File: config.mk
export PLATFORM = sky130hd
export DESIGN_NAME = mdio_arbiter
export DESIGN_NICKNAME = d
export VERILOG_FILES = /design/src/rtl/mdio_arbiter.sv
export SDC_FILE = /design/constraint.sdc
export NUM_CORES = 1
export LEC_CHECK = 0
export ABC_AREA = 1
export BUFFER_PORTS_ARGS = -buffer_cell sky130_fd_sc_hd__buf_2
export CORE_AREA = 5 5 94 87
export DETAILED_ROUTE_END_ITERATION = 16
export DIE_AREA = 0 0 99 92
export GPL_TIMING_DRIVEN = 0
export PLACE_DENSITY = 0.72
export SLEW_MARGIN = 20
export SYNTH_ARGS = -nofsm -noshare
export SYNTH_HDL_FRONTEND = slang
export SYNTH_SLANG_ARGS = --single-unit
File: constraint.sdc
create_clock -name MDC -period 1.2 [get_ports MDC]
set_input_delay 0.06 -clock MDC [delete_from_list [all_inputs] [get_ports MDC]]
set_output_delay 0.06 -clock MDC [all_outputs]
set_load 0.02 [all_outputs]
File: src/rtl/mdio_arbiter.sv
// Two-port round-robin MDIO management arbiter: builds the 32-bit frame, launches it and returns the result.
// Optional transaction timeout (counter plus ERR_0/ERR_1) is built only when MDIO_ARB_TIMEOUT_EN is defined.
module mdio_arbiter #(
   parameter int TIMEOUT = 64
) (
   input  logic        MDC,
   input  logic        reset,
   input  logic        REQ_0,
   input  logic        REQ_1,
   input  logic        WR_0,
   input  logic        WR_1,
   input  logic [4:0]  PHY_ADDR_0,
   input  logic [4:0]  PHY_ADDR_1,
   input  logic [4:0]  REG_ADDR_0,
   input  logic [4:0]  REG_ADDR_1,
   input  logic [15:0] WDATA_0,
   input  logic [15:0] WDATA_1,
   output logic        ACK_0,
   output logic        ACK_1,
   output logic        ERR_0,
   output logic        ERR_1,
   output logic [15:0] RDATA,
   output logic        BUSY,
   output logic        TX_START,
   output logic [31:0] TX_FRAME,
   input  logic        TX_DONE,
   input  logic [15:0] TX_RD_DATA,
   output logic [1:0]  DBG_STATE
);

   typedef enum logic [1:0] {
      S_IDLE   = 2'd0,
      S_LAUNCH = 2'd1,
      S_WAIT   = 2'd2,
      S_RESP   = 2'd3
   } state_t;

   state_t      state_q, state_d;
   logic        last_q, last_d;
   logic        sel_q, sel_d;
   logic        wr_q, wr_d;
   logic        ack0_q, ack0_d;
   logic        ack1_q, ack1_d;
   logic [15:0] rdata_q, rdata_d;
   logic        tx_start_q, tx_start_d;
   logic [31:0] tx_frame_q, tx_frame_d;
   logic        any_req;
   logic        grant;
   logic        timeout_hit;

   // Handshake: a client holds REQ_x (and its WR/address/data) until its one-cycle ACK_x;
   // the transmitter gets a one-cycle TX_START and answers with a one-cycle TX_DONE.
   assign any_req = REQ_0 | REQ_1;
   assign grant   = (REQ_0 & REQ_1) ? ~last_q : REQ_1;

   function automatic logic [31:0] build_frame(input logic        wr,
                                               input logic [4:0]  phy,
                                               input logic [4:0]  regad,
                                               input logic [15:0] wdata);
      return {2'b01, (wr ? 2'b01 : 2'b10), phy, regad, (wr ? 2'b10 : 2'b00),
              (wr ? wdata : 16'h0000)};
   endfunction

`ifdef MDIO_ARB_TIMEOUT_EN
   logic [7:0] cnt_q, cnt_d;
   logic       err0_q, err0_d;
   logic       err1_q, err1_d;

   assign timeout_hit = (cnt_q == 8'(TIMEOUT - 1));

   always_comb begin
      cnt_d  = cnt_q;
      err0_d = 1'b0;
      err1_d = 1'b0;
      if (state_q == S_LAUNCH) begin
         cnt_d = '0;
      end else if (state_q == S_WAIT) begin
         cnt_d = cnt_q + 8'd1;
         // A TX_DONE arriving on the timeout cycle still counts as success.
         if (!TX_DONE && timeout_hit) begin
            err0_d = ~sel_q;
            err1_d = sel_q;
         end
      end
   end

   always_ff @(posedge MDC or negedge reset) begin
      if (!reset) begin
         cnt_q  <= '0;
         err0_q <= 1'b0;
         err1_q <= 1'b0;
      end else begin
         cnt_q  <= cnt_d;
         err0_q <= err0_d;
         err1_q <= err1_d;
      end
   end

   assign ERR_0 = err0_q;
   assign ERR_1 = err1_q;
`else
   logic [7:0] unused_timeout;
   assign unused_timeout = 8'(TIMEOUT);
   assign timeout_hit    = 1'b0;
   assign ERR_0          = 1'b0;
   assign ERR_1          = 1'b0;
`endif

   always_ff @(posedge MDC or negedge reset) begin
      if (!reset) begin
         state_q    <= S_IDLE;
         last_q     <= 1'b1;
         sel_q      <= 1'b0;
         wr_q       <= 1'b0;
         ack0_q     <= 1'b0;
         ack1_q     <= 1'b0;
         rdata_q    <= '0;
         tx_start_q <= 1'b0;
         tx_frame_q <= '0;
      end else begin
         state_q    <= state_d;
         last_q     <= last_d;
         sel_q      <= sel_d;
         wr_q       <= wr_d;
         ack0_q     <= ack0_d;
         ack1_q     <= ack1_d;
         rdata_q    <= rdata_d;
         tx_start_q <= tx_start_d;
         tx_frame_q <= tx_frame_d;
      end
   end

   always_comb begin
      state_d = state_q;
      case (state_q)
         S_IDLE:   if (any_req) state_d = S_LAUNCH;
         S_LAUNCH: state_d = S_WAIT;
         S_WAIT:   if (TX_DONE || timeout_hit) state_d = S_RESP;
         S_RESP:   state_d = S_IDLE;
         default:  state_d = S_IDLE;
      endcase
   end

   always_comb begin
      last_d     = last_q;
      sel_d      = sel_q;
      wr_d       = wr_q;
      ack0_d     = 1'b0;
      ack1_d     = 1'b0;
      rdata_d    = rdata_q;
      tx_start_d = 1'b0;
      tx_frame_d = tx_frame_q;
      case (state_q)
         S_IDLE: begin
            if (any_req) begin
               sel_d      = grant;
               wr_d       = grant ? WR_1 : WR_0;
               tx_start_d = 1'b1;
               tx_frame_d = grant ? build_frame(WR_1, PHY_ADDR_1, REG_ADDR_1, WDATA_1)
                                  : build_frame(WR_0, PHY_ADDR_0, REG_ADDR_0, WDATA_0);
            end
         end
         S_WAIT: begin
            if (TX_DONE || timeout_hit) begin
               ack0_d  = ~sel_q;
               ack1_d  = sel_q;
               last_d  = sel_q;
               rdata_d = TX_DONE ? (wr_q ? 16'h0000 : TX_RD_DATA) : 16'hFFFF;
            end
         end
         default: ;
      endcase
   end

   assign ACK_0     = ack0_q;
   assign ACK_1     = ack1_q;
   assign RDATA     = rdata_q;
   assign BUSY      = (state_q != S_IDLE);
   assign TX_START  = tx_start_q;
   assign TX_FRAME  = tx_frame_q;
   assign DBG_STATE = state_q;

endmodule

== After elaboration in Yosys (flattened, before gate mapping) ==
Index checks and enable logic that the tools add are counted.
Storage, ports and cells
  ROM bits: 0
  bits in registers: 56
  memories kept: 0
  output and inout port bits: 56
  memory bits (writable): 0
  bits in latches: 0
Cells by class
  $add $sub $neg: 0
  $lt $le $gt $ge: 0
  bitwise logic cells: 4
  multipliers: 0
  div/mod/pow operators: 0
  reductions and logical operators: 5
  mux-type cells: 19
  eq/ne operators: 5
  shift operators: 0
Operator list (number)
  $mux W16: 3
  $mux W30: 1
  $mux W2: 6
  $mux W1: 8
  $pmux W2 S4: 1
  $reduce_and A2 Y1: 3
  $eq A2 B2 Y1 const B: 2
  $ne A2 B2 Y1 const B: 2
  $eq A2 B1 Y1 const B: 1
  $logic_not A2 Y1: 1
  $not A1 Y1: 2
  $reduce_bool A2 Y1: 1
  $and A1 B1 Y1: 1
  $or A1 B1 Y1: 1

== Depth between registers and ports, before layout ==
Gate-level depths: netlist of the first run.
  word-level depth: 3
  mapped depth: 8

== Least setup slack after synthesis of the first run ==
No wires, ideal clock.
  kind: reg-to-reg
  start: reg state_q[0], in the netlist DBG_STATE[0]
  end: reg rdata_q[10], in the netlist RDATA[10]
  setup time: 0.083 ns
  slack: -0.186 ns
  stages on the path, launching flop included: 7
  period minus slack after synthesis: 1.386 ns
  required time: 1.117 ns
  arrival: 1.303 ns
  path through: dfrtp_1 inv_1 ha_1 nand2_1 clkbuf_1 nand2_1 o21ai_0
On the way
  longest elaborated chain between the ends: 2
Ends and longest elaborated chain
  from (decl): line 38  | state_t state_q, state_d;
  from (signal assigned): line 121  | state_q <= state_d;
  $eq A2 B2 Y1: line 153  | case (state_q)
  $reduce_and A2 Y1 (no line)
  to (signal assigned): line 127  | rdata_q <= rdata_d;
  to (decl): line 44  | logic [15:0] rdata_q, rdata_d;
No other way between the ends.
A chain may end at the register's enable or synchronous reset.

== Worst setup path after layout of the first run ==
  start: reg state_q[0], in the netlist DBG_STATE[0]
  end: reg tx_frame_q[30], in the netlist TX_FRAME[30]
On the way
  longest elaborated chain between the ends: 2
Ends and longest elaborated chain
  $logic_not A2 Y1: line 153
  $reduce_and A2 Y1 (no line)
  to (signal assigned): line 129  | tx_frame_q <= tx_frame_d;
  to (decl): line 46  | logic [31:0] tx_frame_q, tx_frame_d;
No other way between the ends.

==> impl_metrics.toml, run 1 <==
[outcome]
status = "finished, violations left"
violations = "setup timing"

[setup_path]
worstPathRequired_ns = 1.39
r2r-start = "DBG_STATE[0]"
worstReg2RegEnd = "TX_FRAME[30]"
worst_ep_arrival_time_ns = 1.44
rrSetupSlack_ns = -0.05
cp_slowest_cell = "dfrtp_2"
cp_slowest_stage_delay_ns = 0.40
crit_buf_inv = 3
worstPathMaxFanout = 5
worstSetupPathType = "reg -> reg"
cp-end-kind = "flop"
r2r_cells = 6
crit_path_start_kind = "flop"
cp_top_family = "flip-flops"
crit_chain = "inv_4 -> ha_4 -> o21ai_4 -> inv_2 -> buf_6 -> or2_1"

[clocking]
cts_buffers = 5
h-tree-depth = 2
clk_latency_ns = 0.31
clkSinkCount = 52
cts_tree = "yes"
clk_pin_slew_ns = 0.10
cts_buffer_depth = 2
clock-root-buffer = "clkbuf_8"

[timing]
rsz0062_at_grt = "true"
skew_ns = 0.0107
slew_headroom = 0.531
fin_setup_tns_ns = -0.518
hold_viol = 0
drv_slew = 0
tightest_slew_ns = 0.703
finalSetupViolCount = 20
period_needed_ns = 1.25
clock.fmax_ghz = 0.802
period_share = 1.04
layout_setup_ws_ns = -0.0473

[drt]
dr.pass1.iters = 4
antenna_left = 0
via_per_inst = 4.59
drt_iter0_drc = 101
vias = 2966
routed_wl_microns = 8700
drc = 0
wire_per_inst_microns = 13.5

[final_layout]
diodes = 0
multiInputGateArea_sq_um = 1270
finalNonFillerCells = 646
drive_above_1_share = 0.385
syn_to_final_growth_pct = 55.0
seqCellArea_sq_um = 1310
final_core_utilization = 0.605
design_area_sq_um = 4240
fillerInstances = 649
fin_nets = 629

[yosys]
postSynthCellCount = 386
yosys_warnings = 0
avgSynthCellArea_sq_um = 7.09
ys_types = 18
yosysSeqAreaShare = 0.476
synth_seq_cells = 52
netlist_area_sq_um = 2740

[placement]
portBuffers = 124
place_inst = 606
globalplace.congestion = 0.816
post_dp_cell_area_sq_um = 3540
dpl.hpwl_microns = 5780

[grt]
gr-total-overflow = 0
grt_pass1_wl_microns = 13400
antenna_found_initial = 0
grt_max_degree = 53
grt_pass1_vias = 2813
grt_usage = 0.179

[power_and_ir_drop]
p_leak_nw = 2.60
power.density_nw_per_um2 = 2160
ir_worst_vdd_mv = 1.16

[die]
rows = 29
core_area_sq_um = 7000
ios = 131
die_x_microns = 99
die_y_microns = 92
die-area_sq_um = 9110
start_util = 0.391

[hold_path]
hold_depth = 5
holdPathEnd = "TX_FRAME[19]"
hold_class = "in -> reg"
min_from = "REG_ADDR_0[1]"

[flow_run]
maxCapViolCount = 0
-- where the power goes --
part / total, mW / internal, mW / switching (mW)
combinational: 4.96 / 2.08 / 2.88
clock: 1.28 / 0.683 / 0.596
sequential: 2.92 / 2.47 / 0.453
-- stage by stage --
step	hold slack, ns	setup slack [ns]	total power [mW]
final	0.0421	-0.0473	9.16
after global routing	0.0381	-0.104	9.79
after CTS	0.000721	-0.0620	8.60
after detailed placement	0.150	-0.125	6.83
after global placement	0.312	-0.0680	6.74
after floorplan	-0.236	-0.0194	5.44
-- layout by cell type (no fill, tap or decap), types with 4 or more instances in the layout --
master         count
conb_1             4
dlygate4sd3_1     17
nand3_1           29
buf_8              7
buf_2            127
nor2_1             4
nand2_1          186
nand2_2           20
clkbuf_8           6
inv_1             34
o21ai_1           14
inv_2              4
clkbuf_16          4
buf_4             15
buf_6             10
dfrtp_1           49
-- worst min-delay path: cells and delay by family --
kind	cells	cell delay [ns]
simple gates	4	0.18
buf+inv	1	0.08
-- cell type report --
cell class,instances,share of cell area
Clock buffer,6,0.0195
Buffer,27,0.0629
Tap cell,93,0.0274
Multi-Input combinational cell,272,0.300
Clock inverter,2,0.00915
Inverter,39,0.0351
Sequential cell,52,0.308
Timing Repair Buffer,155,0.238
-- logic make-up after synthesis --
| family | after synthesis | share of synthesized area |
|---|---|---|
| simple gates | 245 | 0.356 |
| buf+inv | 66 | 0.119 |
| flops | 52 | 0.476 |
| compound gates | 20 | 0.0380 |
| fa+ha+maj | 2 | 0.00915 |
| other cells | 1 | 0.00137 |
-- cell usage after synthesis --
| cell type | number | area share |
|---|---|---|
| or2_1 | 1 | 0.0023 |
| buf_2 | 12 | 0.022 |
| buf_6 | 4 | 0.016 |
| inv_1 | 38 | 0.052 |
| dfrtp_1 | 51 | 0.47 |
| nor2_1 | 4 | 0.0055 |
| nand2_1 | 209 | 0.29 |
| conb_1 | 1 | 0.0014 |
| o21ai_2 | 1 | 0.0032 |
| o21ai_0 | 18 | 0.033 |
| ha_1 | 2 | 0.0091 |
| nand3_1 | 29 | 0.053 |
| a21oi_1 | 1 | 0.0018 |
| clkbuf_1 | 2 | 0.0027 |
| buf_4 | 9 | 0.025 |
| nand2_4 | 2 | 0.0082 |
| dfstp_2 | 1 | 0.0096 |
| inv_2 | 1 | 0.0014 |
-- sequential cells by signal, indices dropped and copies added, names as in the netlist --
signal / cells
TX_FRAME: 29
RDATA: 16
DBG_STATE: 2
ACK_0: 1
ACK_1: 1
TX_START: 1
last_q: 1
sel_q: 1
-- worst max-delay path by stage --
stage / from / to / slack [ns] / depth (start not counted)
after global placement: DBG_STATE[0] / RDATA[5] / -0.07 / 5
after global routing: DBG_STATE[0] / TX_FRAME[7] / -0.10 / 7
after floorplan: DBG_STATE[0] / RDATA[0] / -0.02 / 6
after CTS: DBG_STATE[0] / TX_FRAME[14] / -0.06 / 7
final: DBG_STATE[0] / TX_FRAME[30] / -0.05 / 6
after detailed placement: DBG_STATE[0] / RDATA[9] / -0.13 / 5
-- routing by layer --
metal | vias up | global-route usage | part of all wire
met1 | 1392 | 0.233 | 0.42
li1 | 1481 | - | -
met3 | 8 | 0.0364 | 0.060
met2 | 85 | 0.306 | 0.50
met5 | - | 0 | 0
met4 | 0 | 0.0466 | 0.014
-- what timing repair did --
action,4_1_cts,5_1_grt
endpoints found under the setup margin,45,48
pin swaps,5,10
gates cloned,1,5
endpoints found under the hold margin,65,2
resized for setup,28,48
buffers inserted,5,4
hold buffers,15,2
Note: power is estimated with default switching activity, not from simulation.
==> run 2, diff against run 1 <==
Settings changed: CORE_AREA 5 5 94 87 to 5 5 123 67, DIE_AREA 0 0 99 92 to 0 0 128 72.
==> impl_metrics.toml, run 2 (synthesis gave the netlist of run 1 again) <==
[setup_path]
cp_num_cells = 7
rrSetupSlack_ns = -0.05
r2r-start = "DBG_STATE[1]"
cp_slowest_stage_delay_ns = 0.44
worst_ep_arrival_time_ns = 1.44
worstPathRequired_ns = 1.39
cp_top_family = "flip-flops"
cp-end-kind = "flop"
endpoint = "TX_FRAME[14]"
r2r_cells = 7
crit_buf_inv = 3
crit_chain = "inv_2 -> ha_4 -> o21ai_4 -> buf_6 -> clkbuf_16 -> nand2_1 -> nand2_1"
crit_path_start_kind = "flop"
worstPathMaxFanout = 5
cp_slowest_cell = "dfrtp_2"
worstSetupPathType = "reg -> reg"
crit_top_cell = "nand2_1"
worstReg2RegEnd = "TX_FRAME[14]"
crit_start = "DBG_STATE[1]"

[hold_path]
hold_class = "in -> reg"

[drt]
drc = 0
dr.pass1.iters = 4
wire_per_inst_microns = 13.4
antenna_left = 0
via_per_inst = 4.48
vias = 2829
drt_iter0_drc = 132
routed_wl_microns = 8490

[final_layout]
final_cell_mix = "189 x nand2_1, 127 x buf_2, 49 x dfrtp_1, 36 x inv_1, 29 x nand3_1"
final_common_cell = "nand2_1"
largest_register_ffs = 29
multiInputGateArea_sq_um = 1240
seqCellArea_sq_um = 1310
design_area_sq_um = 4050
diodes = 0
syn_to_final_growth_pct = 48.0
fillerInstances = 679
finalNonFillerCells = 632
fin_nets = 612
drive_above_1_share = 0.381

[placement]
pre_cts_ws_ns = -0.154
globalplace.congestion = 0.842
portBuffers = 124
post_dp_cell_area_sq_um = 3540
place_inst = 609
dpl.hpwl_microns = 6130

[power_and_ir_drop]
internal-power_mw = 5.28
power.density_nw_per_um2 = 2270
p_sw_mw = 3.93
comb_power_share = 0.520
p_seq_frac = 0.320
clock_power_share = 0.159
power.total_mw = 9.21
ir_worst_vdd_mv = 1.18
sw_frac_of_total = 0.427
p_leak_nw = 2.52

[timing]
rsz0062_at_grt = "true"
layout_setup_ws_ns = -0.0503
fin_setup_tns_ns = -0.693
slew_headroom = 0.558
tightest_slew_ns = 0.663
finalSetupViolCount = 29
period_share = 1.04
drv_slew = 0
skew_ns = 0.00654
hold_viol = 0
period_needed_ns = 1.25
clock.fmax_ghz = 0.800

[clocking]
h-tree-depth = 2
clkSinkCount = 52
clock-root-buffer = "clkbuf_16"
cts_tree = "yes"
cts_buffer_depth = 2
clk_latency_ns = 0.29
clk_pin_slew_ns = 0.07
cts_buffers = 5

[outcome]
violations = "setup timing"
status = "finished, violations left"

[die]
start_util = 0.388
die_y_microns = 72
ios = 131
rows = 22
die-area_sq_um = 9220
die_x_microns = 128
core_area_sq_um = 7050

[grt]
grt_max_degree = 53
antenna_found_initial = 0
grt_pass1_vias = 2657
grt_usage = 0.177
gr-total-overflow = 0
grt_pass1_wl_microns = 13100

[flow_run]
maxCapViolCount = 0
run 2: cell type report:
cell class,count,area share
timing repair buffer,139,0.203
multi-input combinational,271,0.307
clock inverter,1,0.00185
sequential,52,0.322
buffer,27,0.0633
inverter,39,0.0374
clock buffer,7,0.0352
tap,96,0.0297
run 2: power groups by stage:
stage          combinational, mW  clock (mW)  sequential [mW]
2_1_floorplan               1.78           0             3.66
3_3_place_gp                3.89           0             2.87
3_5_place_dp                3.96           0             2.90
4_1_cts                     4.36        1.51             2.92
5_1_grt                     5.24        1.58             3.03
6_report                    4.79        1.47             2.95
run 2: worst min-delay path by stage:
stage / start / end / slack, ns / depth (start not counted)
final: TX_RD_DATA[13] / RDATA[13] / 0.007 / 3
after CTS: TX_RD_DATA[10] / RDATA[10] / 0.005 / 3
after global placement: TX_RD_DATA[15] / RDATA[15] / 0.31 / 3
after global routing: TX_RD_DATA[11] / RDATA[11] / 0.002 / 3
after detailed placement: reset / TX_FRAME[23] / 0.15 / 1
after floorplan: reset / ACK_0 / -0.24 / 0
run 2: worst register-to-register path: stages, from the launching register on:
cell and delay, ns:
dfrtp_2 0.44, inv_2 0.08, ha_4 0.15, o21ai_4 0.08
buf_6 0.15, clkbuf_16 0.16, nand2_1 0.05, nand2_1 0.04
run 2: what timing repair did:
action,CTS,global route
cloned,0,4
endpoints found under the setup margin,45,45
hold endpoints to repair,51,0
pin swaps,8,5
hold buffers,1,0
buffers inserted,8,2
resized for setup,27,33
run 2: metrics by stage:
| stage | utilization | hold WS, ns |
|---|---|---|
| after floorplan | - | -0.236 |
| after global placement | 0.503 | 0.313 |
| after detailed placement | 0.503 | 0.146 |
| after CTS | 0.549 | 0.00547 |
| after global routing | 0.575 | 0.00176 |
| final | 0.575 | 0.00670 |
run 2: layer usage:
| metal | GRT usage | wire [microns] | vias to the layer above |
|---|---|---|---|
| met1 | 0.260 | 4190 | 1297 |
| met5 | 0 | 0 | - |
| met4 | 0.0388 | 34 | 0 |
| li1 | - | - | 1445 |
| met3 | 0.0478 | 679 | 2 |
| met2 | 0.262 | 3580 | 85 |
